--- src/rtl/uart_pkg.sv ---
`default_nettype none
// +-----------------------------------------------------------------------+
// | uart_pkg : data width, TX queue state type and default frame length    |
// | Revision : 1.0                                                         |
// +-----------------------------------------------------------------------+
package uart_pkg;

  localparam int DATA_W               = 8;
  localparam int DEFAULT_FRAME_CYCLES = 5208;

  typedef enum logic [1:0] {
    IDLE = 2'd0,
    SEND = 2'd1,
    GAP  = 2'd2
  } tx_q_state_e;

endpackage
`default_nettype wire

--- src/rtl/uart_tx_queue_if.sv ---
`default_nettype none
// +-----------------------------------------------------------------------+
// | uart_tx_queue_if : host write side and transmitter side of the queue  |
// | Revision : 1.0                                                         |
// +-----------------------------------------------------------------------+
interface uart_tx_queue_if #(
  parameter int DEPTH = 4
);

  logic                          wr_en;
  logic [uart_pkg::DATA_W-1:0]   wr_data;
  logic                          clr_overflow;
  logic [uart_pkg::DATA_W-1:0]   tx_data;
  logic                          tx_start;
  logic                          busy;
  logic                          full;
  logic                          empty;
  logic [$clog2(DEPTH):0]        count;
  logic                          overflow;

  modport master (
    output wr_en, wr_data, clr_overflow,
    input  tx_data, tx_start, busy, full, empty, count, overflow
  );

  modport slave (
    input  wr_en, wr_data, clr_overflow,
    output tx_data, tx_start, busy, full, empty, count, overflow
  );

endinterface
`default_nettype wire

--- src/rtl/uart_sync_fifo.sv ---
`default_nettype none
// +-----------------------------------------------------------------------+
// | uart_sync_fifo : show-ahead circular FIFO; a push while full is taken  |
// |                  only if a pop frees the slot on the same edge         |
// | Revision : 1.0                                                         |
// +-----------------------------------------------------------------------+
module uart_sync_fifo #(
  parameter int DATA_W = 8,
  parameter int DEPTH  = 4
) (
  input  wire logic                    clk,
  input  wire logic                    reset,
  input  wire logic                    push,
  input  wire logic                    pop,
  input  wire logic [DATA_W-1:0]       din,
  output logic      [DATA_W-1:0]       dout,
  output logic      [$clog2(DEPTH):0]  count,
  output logic                         full,
  output logic                         empty
);

  localparam int                 c_ptr_w = $clog2(DEPTH);
  localparam logic [c_ptr_w:0]   c_full  = (c_ptr_w + 1)'(DEPTH);

  logic [DATA_W-1:0]  r_mem [DEPTH];
  logic [c_ptr_w-1:0] r_wr_ptr;
  logic [c_ptr_w-1:0] r_rd_ptr;
  logic [c_ptr_w:0]   r_count;
  logic               w_do_push;
  logic               w_do_pop;

  assign w_do_pop  = pop && (r_count != '0);
  assign w_do_push = push && ((r_count != c_full) || w_do_pop);

  always_ff @(posedge clk or negedge reset) begin
    if (!reset) begin
      r_wr_ptr <= '0;
      r_rd_ptr <= '0;
      r_count  <= '0;
    end else begin
      if (w_do_push) r_wr_ptr <= r_wr_ptr + 1'b1;
      if (w_do_pop)  r_rd_ptr <= r_rd_ptr + 1'b1;
      case ({w_do_push, w_do_pop})
        2'b10:   r_count <= r_count + 1'b1;
        2'b01:   r_count <= r_count - 1'b1;
        default: r_count <= r_count;
      endcase
    end
  end

  // Storage carries no reset; only the pointers define validity.
  always_ff @(posedge clk) begin
    if (w_do_push) r_mem[r_wr_ptr] <= din;
  end

  assign dout  = r_mem[r_rd_ptr];
  assign count = r_count;
  assign full  = (r_count == c_full);
  assign empty = (r_count == '0);

endmodule
`default_nettype wire

--- src/rtl/uart_tx_queue.sv ---
`default_nettype none
// +-----------------------------------------------------------------------+
// | uart_tx_queue : byte queue feeding a handshake-less UART transmitter,  |
// |                 frames paced by internal frame and gap counters        |
// | Revision : 1.0                                                         |
// +-----------------------------------------------------------------------+
module uart_tx_queue
  import uart_pkg::*;
#(
  parameter int DEPTH        = 4,
  parameter int FRAME_CYCLES = DEFAULT_FRAME_CYCLES,
  parameter int GAP_CYCLES   = 0
) (
  input wire logic          clk,
  input wire logic          reset,
  uart_tx_queue_if.slave    bus
);

  localparam int c_frame_w = (FRAME_CYCLES > 1) ? $clog2(FRAME_CYCLES) : 1;
  localparam int c_gap_w   = (GAP_CYCLES > 0)   ? $clog2(GAP_CYCLES + 1) : 1;

  tx_q_state_e            r_state;
  logic [DATA_W-1:0]      r_tx_data;
  logic                   r_tx_start;
  logic                   r_busy;
  logic                   r_overflow;
  logic [c_frame_w-1:0]   r_frame_cnt;
  logic [c_gap_w-1:0]     r_gap_cnt;

  logic [DATA_W-1:0]      w_head;
  logic [$clog2(DEPTH):0] w_count;
  logic                   w_full;
  logic                   w_empty;
  logic                   w_pop;
  logic                   w_drop;

  assign w_pop  = (r_state == IDLE) && !w_empty;
  assign w_drop = bus.wr_en && w_full && !w_pop;

  uart_sync_fifo #(
    .DATA_W (DATA_W),
    .DEPTH  (DEPTH)
  ) u_fifo (
    .clk   (clk),
    .reset (reset),
    .push  (bus.wr_en),
    .pop   (w_pop),
    .din   (bus.wr_data),
    .dout  (w_head),
    .count (w_count),
    .full  (w_full),
    .empty (w_empty)
  );

  always_ff @(posedge clk or negedge reset) begin
    if (!reset) begin
      r_state     <= IDLE;
      r_tx_data   <= '0;
      r_tx_start  <= 1'b0;
      r_busy      <= 1'b0;
      r_frame_cnt <= '0;
      r_gap_cnt   <= '0;
    end else begin
      r_tx_start <= 1'b0;
      case (r_state)
        IDLE: begin
          if (!w_empty) begin
            r_tx_data   <= w_head;
            r_tx_start  <= 1'b1;
            r_frame_cnt <= c_frame_w'(FRAME_CYCLES - 1);
            r_busy      <= 1'b1;
            r_state     <= SEND;
          end
        end
        SEND: begin
          if (r_frame_cnt == '0) begin
            if (GAP_CYCLES > 0) begin
              r_gap_cnt <= c_gap_w'(GAP_CYCLES - 1);
              r_state   <= GAP;
            end else begin
              r_busy  <= 1'b0;
              r_state <= IDLE;
            end
          end else begin
            r_frame_cnt <= r_frame_cnt - 1'b1;
          end
        end
        GAP: begin
          if (r_gap_cnt == '0) begin
            r_busy  <= 1'b0;
            r_state <= IDLE;
          end else begin
            r_gap_cnt <= r_gap_cnt - 1'b1;
          end
        end
        default: begin
          r_busy  <= 1'b0;
          r_state <= IDLE;
        end
      endcase
    end
  end

  // A dropped write outranks a coincident clear.
  always_ff @(posedge clk or negedge reset) begin
    if (!reset)                r_overflow <= 1'b0;
    else if (w_drop)           r_overflow <= 1'b1;
    else if (bus.clr_overflow) r_overflow <= 1'b0;
  end

  assign bus.tx_data  = r_tx_data;
  assign bus.tx_start = r_tx_start;
  assign bus.busy     = r_busy;
  assign bus.count    = w_count;
  assign bus.full     = w_full;
  assign bus.empty    = w_empty;
  assign bus.overflow = r_overflow;

endmodule
`default_nettype wire

--- src/flat_wrapper.sv ---
// flat-port wrapper written by rule: the top's interface ports become plain ports
module uart_tx_queue_flat import uart_pkg::*;
#(
  parameter int DEPTH        = 4,
  parameter int FRAME_CYCLES = DEFAULT_FRAME_CYCLES,
  parameter int GAP_CYCLES   = 0
)
  (clk, reset, bus_wr_en, bus_wr_data, bus_clr_overflow, bus_tx_data, bus_tx_start, bus_busy, bus_full, bus_empty, bus_count, bus_overflow);
  uart_tx_queue_if #(.DEPTH(DEPTH)) bus_i ();
  input wire logic clk;
  input wire logic reset;
  input wire logic [$bits(bus_i.wr_en)-1:0] bus_wr_en;
  input wire logic [$bits(bus_i.wr_data)-1:0] bus_wr_data;
  input wire logic [$bits(bus_i.clr_overflow)-1:0] bus_clr_overflow;
  output wire logic [$bits(bus_i.tx_data)-1:0] bus_tx_data;
  output wire logic [$bits(bus_i.tx_start)-1:0] bus_tx_start;
  output wire logic [$bits(bus_i.busy)-1:0] bus_busy;
  output wire logic [$bits(bus_i.full)-1:0] bus_full;
  output wire logic [$bits(bus_i.empty)-1:0] bus_empty;
  output wire logic [$bits(bus_i.count)-1:0] bus_count;
  output wire logic [$bits(bus_i.overflow)-1:0] bus_overflow;
  assign bus_i.wr_en = bus_wr_en;
  assign bus_i.wr_data = bus_wr_data;
  assign bus_i.clr_overflow = bus_clr_overflow;
  assign bus_tx_data = bus_i.tx_data;
  assign bus_tx_start = bus_i.tx_start;
  assign bus_busy = bus_i.busy;
  assign bus_full = bus_i.full;
  assign bus_empty = bus_i.empty;
  assign bus_count = bus_i.count;
  assign bus_overflow = bus_i.overflow;
  uart_tx_queue #(.DEPTH(DEPTH), .FRAME_CYCLES(FRAME_CYCLES), .GAP_CYCLES(GAP_CYCLES)) u_core (.clk(clk), .reset(reset), .bus(bus_i));
endmodule
--- config.mk ---
export PLATFORM = sky130hd
export DESIGN_NAME = uart_tx_queue_flat
export DESIGN_NICKNAME = d
export VERILOG_FILES = /design/src/rtl/uart_pkg.sv /design/src/rtl/uart_tx_queue_if.sv /design/src/rtl/uart_sync_fifo.sv /design/src/rtl/uart_tx_queue.sv /design/src/flat_wrapper.sv
export SDC_FILE = /design/constraint.sdc
export NUM_CORES = 1
export LEC_CHECK = 0
export BUFFER_PORTS_ARGS = -buffer_cell sky130_fd_sc_hd__buf_4
export CELL_PAD_IN_SITES_DETAIL_PLACEMENT = 1
export CELL_PAD_IN_SITES_GLOBAL_PLACEMENT = 1
export CORE_ASPECT_RATIO = 0.75
export CORE_MARGIN = 2
export CORE_UTILIZATION = 45
export CTS_BUF_LIST = sky130_fd_sc_hd__clkbuf_8
export DETAILED_ROUTE_END_ITERATION = 6
export PLACE_DENSITY = 0.83
export SYNTH_ARGS = -nofsm -noshare
export SYNTH_HDL_FRONTEND = slang
export SYNTH_SLANG_ARGS = --single-unit
--- constraint.sdc ---
create_clock -name clk -period 1.9 [get_ports clk]
set_input_delay 0.095 -clock clk [delete_from_list [all_inputs] [get_ports clk]]
set_output_delay 0.095 -clock clk [all_outputs]
set_load 0.005 [all_outputs]
==> out/qor.yml <==
multiInputGateArea_mm2: 0.00103
via_count: 1916
ys_types: 50
cts_tree: "done"
arrival_ns: 2.08
drv_cap: 0
port_buffers: 27
vias_per_cell: 5.38
synthCells: 204
place_hpwl_mm: 4.14
leakagePower_nw: 1.45
num_antenna_cells: 0
place_area_mm2: 0.00318
final_util: 0.617
dominantRegCellSynth: "edfxtp_1"
timing.final.ws_setup_ns: 0.0394
area_growth_pct: 30.4
async_flop_share: 0.492
cpPeakStageDelay_ns: 0.49
register_area_mm2: 0.00174
hold_viol_final: 0
cp.required_ns: 2.12
fillers: 603
wl_per_cell_um: 18.0
period_minus_slack_ns: 1.86
rows: 24
final_nets: 292
seq_area_frac_synth: 0.624
total_power_mw: 4.71
path_class: "reg2reg"
start_kind: "flip-flop"
drtIter0Drc: 118
skew_ns: 0.00980
min_path_type: "in2reg"
worst_pin_slew_ns: 0.439
finalWirelength_mm: 6.40
critPathTopFamily: "simple AND/OR/NAND/NOR gates"
final_common_cell: "buf_4"
die_area_mm2: 0.00684
max_slew_margin: 0.703
syn-cell-area_mm2: 0.00278
root_buffer: "clkbuf_8"
power_density_mw_per_mm2: 1300
synth_edf_count: 32
antenna_found_initial: 0
ys_warn_count: 0
hold_slack_ns: 0.111
max_freq_mhz: 537
grt_pass1_wl_mm: 10.2
cp_max_fo: 3
crit_slowest_cell: "or4b_4"
track_usage: 0.203
post-place-ws_ns: 0.0217
start_util: 0.473
cts.sinks: 63
core_mm2: 0.00589
setup_violations: 0
path_cells: "inv_2 > ha_4 > or4b_4 > nor3_4 > a21oi_2 > mux2_4"
die_w_um: 94.8
mostFrequentLayoutCells: "buf_4, nand2_1, edfxtp_1, dfrtp_1"
clk_pin_slew_worst_paths_ns: 0.07
critPathCaptureType: "flip-flop"
route.detailed.drc: 0
timing.final.crit_share: 0.979
clkLatencyLatePin_ns: 0.33
syn_area_per_cell_um2: 13.6
grt_max_degree: 32
clk_path_buf_depth: 2
reg2reg_slack_ns: 0.04
antenna_left: 0
vdd_drop_max_v: 0.000730
rsz0062_at_grt: "yes"
ios: 28
syn-num-nets: 223
htreeDepth: 3
first_global_vias: 1940
drive_gt1_frac: 0.374
gp_congestion: 0.819
status: "finished clean"
crit_buf_inv: 1
cts_buffers: 9
slew_viol_final: 0
dr.pass1.iters: 4
dieHeight_um: 72.1
synth_seq_cells: 63
design_area_mm2: 0.00363
globalRouteOverflowTotal: 0
[sequential cells by signal, summed over array words and instances (netlist names)]
| signal | flops |
|---|---|
| u_core.bus.tx_data | 8 |
| u_core.u_fifo.r_wr_ptr | 2 |
| u_core.u_fifo.count | 3 |
| u_core.bus.overflow | 1 |
| u_core.bus.busy | 1 |
| u_core.r_frame_cnt | 13 |
| u_core.bus.tx_start | 1 |
| u_core.u_fifo.r_mem | 32 |
| u_core.u_fifo.r_rd_ptr | 2 |
[synthesized netlist by cell type, types with 3 or more instances]
cell type	count	area, µm²
a21oi_1	4	20.0
and2_1	5	31.3
dfrtp_1	31	776
edfxtp_1	32	961
ha_1	6	75.1
inv_1	10	37.5
mux4_2	8	180
nand2_1	34	128
nor2_1	4	15.0
nor4_1	6	37.5
o211ai_1	4	30.0
o21ai_0	6	30.0
o31ai_1	3	22.5
xnor2_1	5	43.8
[logic make-up after synthesis]
kind of cell | Yosys count | share of synthesized area
AOI/OAI and AO/OA | 32 | 0.0818
xor gates and xnor gates | 6 | 0.0189
and+or+nand+nor | 68 | 0.136
muxes | 11 | 0.0778
adders and majority gates | 7 | 0.0342
DFF | 63 | 0.624
buffers and inverters | 17 | 0.0274
[power breakdown]
part	switching (mW)	leakage, nW	internal (mW)
combinational	0.698	0.698	0.734
sequential	0.297	0.662	1.80
clock	0.538	0.0947	0.645
total	1.53	1.45	3.18
[path summary, 6_finish.rpt]
check,from,endpoint,cells past startpoint
worst max-delay path,u_core.r_frame_cnt[0],u_core.r_frame_cnt[0],6
worst min-delay path,bus_wr_en,u_core.u_fifo.count[2],3
worst max register to register,u_core.r_frame_cnt[0],u_core.r_frame_cnt[0],6
worst min register to register,u_core.bus.tx_data[2],u_core.bus.tx_data[2],2
max in group asynchronous,reset,u_core.bus.busy,2
min in group asynchronous,reset,u_core.bus.tx_data[5],2
[through the flow]
| step | setup TNS, ns | cells |
|---|---|---|
| after global placement | 0 | 320 |
| after global routing | -0.271 | 356 |
| after CTS | 0 | 346 |
| final | 0 | 356 |
| after detailed placement | 0 | 320 |
| after floorplan | 0 | 204 |
[per-layer routing]
metal	track usage	wire length (µm)
met5	0	0
met4	0.0692	89
met3	0.0592	268
met2	0.309	3130
met1	0.282	2910
[layout make-up]
| cell class | instances | share of cell area |
|---|---|---|
| clock buffer | 10 | 0.0379 |
| timing repair buffer | 65 | 0.142 |
| multi-input combinational | 124 | 0.284 |
| clock inverter | 6 | 0.0193 |
| inverter | 10 | 0.0103 |
| sequential | 63 | 0.479 |
| tap | 78 | 0.0269 |
[worst min-delay path, delay by kind of cell]
kind	cells	cell delay, ns
AOI/OAI and AO/OA	1	0.09
buffers and inverters	1	0.13
and+or+nand+nor	1	0.09
[repair_timing]
| item | in CTS | in global routing |
|---|---|---|
| endpoints found under the setup margin | 0 | 18 |
| setup buffers | 0 | 10 |
| resized for setup | 0 | 17 |
| endpoints found under the hold margin | 64 | 0 |
| hold buffers | 10 | 0 |
Note: power is estimated with default switching activity, not from simulation.
